<file path="src/rtl/ultra_wide_bus_serializer.sv">
// Wide-to-narrow frame serializer: latches one WIDE_W frame per handshake and
// streams it out as WORD_W words with index/last, supporting short and back-to-back frames.
module ultra_wide_bus_serializer #(
  parameter int WIDE_W    = 1024,
  parameter int WORD_W    = 32,
  parameter bit MSB_FIRST = 1'b0,
  localparam int NUM_WORDS = WIDE_W / WORD_W,
  localparam int IDX_W     = $clog2(NUM_WORDS)
) (
  input  logic              main_clk_100mhz,
  input  logic              reset_n,
  input  logic              in_valid,
  output logic              in_ready,
  input  logic [WIDE_W-1:0] in_data,
  input  logic [IDX_W:0]    in_words,
  output logic              out_valid,
  input  logic              out_ready,
  output logic [WORD_W-1:0] out_data,
  output logic [IDX_W-1:0]  out_index,
  output logic              out_last,
  output logic              busy,
  output logic [15:0]       frame_count,
  output logic              dbg_state
);

  // Handshakes: a transfer happens on a rising edge where valid & ready are both high;
  // valid never waits on ready, and out_* are held stable while out_valid & !out_ready.

  localparam logic [IDX_W:0] FULL_LEN = (IDX_W+1)'(NUM_WORDS);
  localparam logic [IDX_W:0] ONE_LEN  = (IDX_W+1)'(1);

  typedef enum logic {S_IDLE = 1'b0, S_SEND = 1'b1} state_t;

  state_t              state_q, state_d;
  logic                init_done;
  logic [WIDE_W-1:0]   shadow;
  logic [IDX_W:0]      len_q;
  logic [IDX_W:0]      eff_len;
  logic [IDX_W:0]      next_idx;
  logic                accept;
  logic                word_hs;

  function automatic logic [WORD_W-1:0] pick_word(input logic [WIDE_W-1:0] d,
                                                  input logic [IDX_W:0]    i);
    int lsb;
    if (MSB_FIRST) lsb = WIDE_W - WORD_W * (int'(i) + 1);
    else           lsb = WORD_W * int'(i);
    return d[lsb +: WORD_W];
  endfunction

  // Zero or oversize word counts mean a full frame.
  always_comb begin
    eff_len = in_words;
    if (in_words == '0 || in_words > FULL_LEN) eff_len = FULL_LEN;
  end

  always_ff @(posedge main_clk_100mhz or negedge reset_n) begin
    if (!reset_n) state_q <= S_IDLE;
    else          state_q <= state_d;
  end

  always_comb begin
    state_d   = state_q;
    in_ready  = 1'b0;
    out_valid = 1'b0;
    busy      = 1'b0;
    case (state_q)
      S_IDLE: begin
        in_ready = init_done;
        if (in_valid && init_done) state_d = S_SEND;
      end
      S_SEND: begin
        out_valid = 1'b1;
        busy      = 1'b1;
        // Next frame is only taken on the final word's handshake, so there is no bubble.
        in_ready  = out_ready & out_last;
        if (out_ready && out_last && !in_valid) state_d = S_IDLE;
      end
      default: state_d = S_IDLE;
    endcase
  end

  assign accept    = in_valid & in_ready;
  assign word_hs   = out_valid & out_ready;
  assign next_idx  = {1'b0, out_index} + ONE_LEN;
  assign dbg_state = state_q;

  always_ff @(posedge main_clk_100mhz or negedge reset_n) begin
    if (!reset_n) begin
      init_done   <= 1'b0;
      shadow      <= '0;
      len_q       <= '0;
      out_index   <= '0;
      out_data    <= '0;
      out_last    <= 1'b0;
      frame_count <= '0;
    end else begin
      init_done <= 1'b1;
      if (word_hs && out_last) frame_count <= frame_count + 16'd1;
      if (accept) begin
        shadow    <= in_data;
        len_q     <= eff_len;
        out_index <= '0;
        out_data  <= pick_word(in_data, '0);
        out_last  <= (eff_len == ONE_LEN);
      end else if (word_hs) begin
        if (out_last) begin
          // Frame done with nothing queued: data and index are left as they were.
          out_last <= 1'b0;
        end else begin
          out_index <= next_idx[IDX_W-1:0];
          out_data  <= pick_word(shadow, next_idx);
          out_last  <= ((next_idx + ONE_LEN) == len_q);
        end
      end
    end
  end

endmodule

</file>
<file path="config.mk">
export PLATFORM = sky130hd
export DESIGN_NAME = ultra_wide_bus_serializer
export DESIGN_NICKNAME = d
export VERILOG_FILES = /design/src/rtl/ultra_wide_bus_serializer.sv
export SDC_FILE = /design/constraint.sdc
export NUM_CORES = 2
export LEC_CHECK = 0
export CORE_AREA = 2 2 421 423
export DETAILED_ROUTE_END_ITERATION = 8
export DIE_AREA = 0 0 423 425
export PLACE_DENSITY = 0.46
export SYNTH_ARGS = -nofsm -noshare
export SYNTH_HDL_FRONTEND = slang
export SYNTH_SLANG_ARGS = --single-unit
</file>
<file path="constraint.sdc">
create_clock -name main_clk_100mhz -period 3.5 [get_ports main_clk_100mhz]
set_input_delay 0.875 -clock main_clk_100mhz [delete_from_list [all_inputs] [get_ports main_clk_100mhz]]
set_output_delay 0.875 -clock main_clk_100mhz [all_outputs]
set_load 0.02 [all_outputs]
</file>
# Word-level counts from Yosys, hierarchy flattened
# Cells that the tools add are included.
[classes]
addsub = 3
mul = 0
div = 0
order_cmp = 1
eq_ne = 3
shift = 2
mux = 19
bitwise_logic = 4
n_reduce_logical = 9
[op_table]
columns = ["operator", "n"]
rows = [
  ["$shiftx A1024 B32 Y32", 2],
  ["$mux W32", 7],
  ["$add A16 B1 Y16 const B", 1],
  ["$mux W5", 3],
  ["$add A5 B1 Y6 const B", 1],
  ["$add A6 B1 Y6 const B", 1],
  ["$eq A6 B1 Y1 const B", 1],
  ["$eq A6 B6 Y1", 1],
  ["$gt A6 B6 Y1 const B", 1],
  ["$logic_not A6 Y1", 1],
  ["$mux W1", 6],
  ["$mux W6", 1],
  ["$logic_and A1 B1 Y1", 4],
  ["$pmux W1 S2", 2],
  ["$and A1 B1 Y1", 3],
  ["$ne A2 B1 Y1 const B", 1],
  ["$reduce_and A2 Y1", 1],
  ["$reduce_bool A2 Y1", 1],
  ["$logic_not A1 Y1", 1],
  ["$logic_or A1 B1 Y1", 1],
  ["$not A1 Y1", 1],
]
[word_totals]
regBits = 1086
latch_bits = 0
ram_bits = 0
mem_bits_ro = 0
inputBits = 1034
output_inout_bits = 58
word_cells = 49
mem_count = 0

# Depth between registers and ports, before layout
[depth]
word_depth = 8
depth_mapped = 12
mapped_depth_nobuf = 8

# Least setup slack after synthesis
# No wires, ideal clock.
[synth_timing]
kind = "reg-to-reg"
start = "register out_index[0]"
end = "register out_data[10]"
setup_ps = 120
arrival_time_ps = 2581
t_required_ps = 3380
slack_ps = 799
path_stages_with_launch = 12
n_path_buf = 5
synth_period_minus_slack_ps = 2701
cell_sequence = "dfrtp_1 -> buf_4 -> buf_6 -> inv_1 -> ha_1 -> buf_2 -> buf_2 -> buf_1 -> mux4_2 -> mux2i_1 -> a32oi_1 -> a31o_2"
[synth_via]
elab_chain_len = 8
[synth_rtl]
columns = ["element", "line_no", "rtl"]
rows = [
  ["start: declaration", "19", "output logic [IDX_W-1:0] out_index,"],
  ["start signal: assignment", "111", "out_index <= next_idx[IDX_W-1:0];"],
  ["$add A5 B1 Y6", "85", "assign next_idx = {1'b0, out_index} + ONE_LEN;"],
  ["$mux W32", "107", "if (out_last) begin"],
  ["$mux W32", "106", "end else if (word_hs) begin"],
  ["$mux W32", "100", "if (accept) begin"],
  ["$shiftx A1024 B32 Y32", "48", "return d[lsb +: WORD_W];"],
  ["$mux W32", "107", ""],
  ["$mux W32", "106", ""],
  ["$mux W32", "100", ""],
  ["end signal: assignment", "104", "out_data <= pick_word(in_data, '0);"],
  ["end signal: assignment", "112", "out_data <= pick_word(shadow, next_idx);"],
  ["end: declaration", "18", "output logic [WORD_W-1:0] out_data,"],
]
# No other way between the ends. The select of a mux whose other input is x is not followed.
# A chain may end at the register's enable or synchronous reset.

# Worst setup path in the final report
[layout_timing]
start = "register out_index[1]"
end = "register out_data[8]"
# Same word-level chain as after synthesis.

==> reports/results.txt <==
Slowest stage delay, CP: 1.01 ns
Max-cap violations: 0
GP Congestion: 0.902
Synthesis-to-finish area growth: 38.6%
Hold slack: 0.0132 ns
Total number of clock tree sinks: 1086
Outcome: complete, but fails checks
Net Switching: 26.3 mW
Largest net degree at the start of global routing: 143
Total GRT Usage: 26.7%
DRT iter0 DRCs: 3854
Startpoint types: flop
Die width: 423 um
Syn_nets: 6526
Clk buf depth: 3
Seq/Total Area, Yosys: 55.2%
TritonCTS clock tree: done
Sequential power share: 35.0%
Total Wirelength: 245 mm
Share of layout cells above drive strength 1: 9.01%
Slowest CP cell: a32oi_1
CP bufs+invs: 2
Core area: 175000 um^2
Placed inst area: 63600 um^2
Share of the synthesized area in the top cell type: 55.2%
Clock network power share: 22.5%
Final Setup Violations: 1
Seq cells post-synth: 1086
# rows: 154
Switching Fraction: 41.3%
Total grt overflow: 0
Ys Warns: 0
HPWL after DPL: 190 mm
Crit-path max FO: 16
Int Pwr: 37.4 mW
Hold Buf Count CTS: 0
Area of the mapped netlist: 49300 um^2
Die Footprint: 180000 um^2
Synth area leaders: dfrtp_1 55%, nand2_1 26%, mux4_2 8.8%, buf_2 1.8%, mux2i_1 1.3%
Worst-Margin Slew: 1.26 ns
Vias in the first global route: 44443
Comb power frac: 42.5%
Period minus WS final: 3.58 ns
Vias per inst: 4.84
HP Class: in2async
PwrDens: 934 nW/um^2
Number of I/O pins: 1092
Setup TNS: -0.0820 ns
Die height: 425 um
CP cell instances: buf_4, and3_1, xnor2_4, buf_4, mux2i_1, a32oi_1, a31o_1
CTS clk-pin slew, worst paths: 0.06 ns
Slew HR: 15.8%
Clock skew: 0.0261 ns
PortBufs: 1091
CTS H-tree depth: 4
Critical path class: reg2reg
Worst Setup End Kind: flop
Failing checks: negative setup slack
Worst VDD drop: 0.000608 V
Total Power: 63.8 mW
Leak Pwr: 32.5 nW
Yosys top cell by area: dfrtp_1
Syn_area_per_cell: 8.98 um^2
Design area: 68300 um^2
Final Max Slew Viols: 0
Most common cell on crit path: buf_4
Initial Utilization: 28.1%
Slack of the critical path: -0.0820 ns
Library cells used by synthesis: 42
Final Hold Vio Count: 0
Initial antenna violation count: 127
DRC: 0
Routed via count: 43672
Delay-heaviest family, CP: compound AO/OA/AOI/OAI gates
CTS Buf Count: 136
Final Non-Filler Cells: 9024
Post-CTS setup buffers: 0
RSZ-0062 raised after global routing: false
Net count reported at finish: 7545
Cells after Synth: 5489
Inst Count DP: 8709
Pre-antenna DRT Iters: 5
Clk root buf: clkbuf_16
First-pass GRT wire length: 341 mm
WP data required: 4.21 ns
Period utilisation layout: 102%
Wire per inst: 27.1 um
Crit path DAT: 4.29 ns
Antenna Violating Nets Remaining: 0
Worst skew pair latency: 0.77 ns
Fmax: 279 MHz
Fill count: 17916
## stage by stage
| stage | util [%] | setup WS [ns] |
|---|---|---|
| after floorplan | - | 0.799 |
| after global placement | 36.2 | -0.0230 |
| after detailed placement | 36.2 | -0.0322 |
| after CTS | 38.8 | 0.0369 |
| after global routing | 38.9 | 0.0455 |
| final | 38.9 | -0.0820 |
## cells in the final DEF, fill, tap and decap left out, types with 4 or more instances in the layout
cell             instances
a32oi_1                 62
diode_2                 69
nor3_1                   5
nand3_1                 76
a22o_1                  32
xor2_1                   8
nand3b_1                 5
a31o_1                  24
a31oi_1                 57
nor2_1                  17
clkbuf_16              139
buf_4                   82
clkinv_2                25
mux2i_1                 66
clkinv_8                 5
mux4_2                 192
nand2_1               3411
dfrtp_1               1085
and3_1                   4
a31o_2                   8
a31oi_2                  8
inv_6                    5
o21ai_0                  4
buf_12                  64
a21oi_1                  5
clkdlybuf4s50_1       1089
bufinv_16                5
xnor2_1                 21
clkbuf_8                29
clkbuf_1                27
## cell families (layout without fill, tap and decap cells)
group,count (synthesis),in the layout,synth area share (%)
flip-flops,1086,1086,55.2
AND/OR/NAND/NOR,3537,3537,27.3
AO/OA/AOI/OAI,210,211,3.29
adder cells (fa/ha/maj),3,3,0.0762
buffers and inverters,360,1485,3.35
other,1,70,0.00761
XOR/XNOR,33,33,0.663
multiplexers,259,259,10.1
## final cells by class
type,count,area (um^2),area share (%)
flip-flops and latches,1086,27200,39.8
multi-input cells,4044,20600,30.2
repair buffers,1236,12800,18.8
clock buffers,195,3980,5.83
well taps,2340,2930,4.29
clock inverters,50,543,0.795
diodes,69,173,0.253
inverters,4,15.0,0.0220
## worst register-to-register path, stage by stage, from the launching register on
cell	delay, ns
dfrtp_1	0.38
buf_4	0.16
and3_1	0.26
xnor2_4	0.84
buf_4	0.37
mux2i_1	0.24
a32oi_1	1.02
a31o_1	0.26
## per-layer routing
| layer | global-route usage, % | routed length, um | vias up |
|---|---|---|---|
| met5 | 0 | 173 | - |
| met3 | 5.51 | 13800 | 481 |
| li1 | - | - | 19682 |
| met4 | 15.8 | 14900 | 28 |
| met1 | 33.6 | 101000 | 22014 |
| met2 | 42.7 | 115000 | 1467 |
## power by group through the flow
stage	combinational [mW]	clock [mW]	sequential, mW
CTS	27.4	14.7	22.2
global route	29.4	15.2	22.9
detailed placement	27.2	0	22.3
global placement	27.0	0	22.3
floorplan	15.7	0	20.9
finish	27.1	14.4	22.3
## final timing paths
kind,depth (start not counted),end,slack [ns],from
setup / recovery,7,out_data[8],-0.08,out_index[1]
hold / removal,1,shadow[390],0.01,reset_n
setup reg to reg,7,out_data[8],-0.08,out_index[1]
hold reg to reg,2,shadow[436],0.47,shadow[436]
max in group asynchronous,2,shadow[513],2.29,reset_n
min in group main_clk_100mhz,2,shadow[436],0.47,shadow[436]
## synth_stat cells, drive strengths merged
cell / n
xnor2: 24
o41ai: 1
nand4: 3
nand3: 77
a32oi: 64
a31o: 32
clkbuf: 156
nor3b: 2
buf: 200
mux2i: 66
and3: 4
conb: 1
or3: 1
nand2: 3412
o21ai: 7
xor2: 9
mux2: 1
a21o: 1
a31oi: 68
nor3: 5
nor2: 20
and4: 1
and2: 2
or4: 1
nor2b: 2
mux4: 192
dfrtp: 1086
nand3b: 5
ha: 3
inv: 4
a22o: 32
nand2b: 2
a21oi: 5
## registers in the layout (all words and copies together), names as in the netlist
name / count
shadow: 1024
out_data: 32
frame_count: 16
len_q: 6
out_index: 5
dbg_state: 1
init_done: 1
out_last: 1
## repair_timing
action,in CTS,in global routing
gates resized for setup,2,0
setup endpoints to repair,2,1
cloned,0,1
pin swaps,0,1
(Power assumes the default switching activity.)
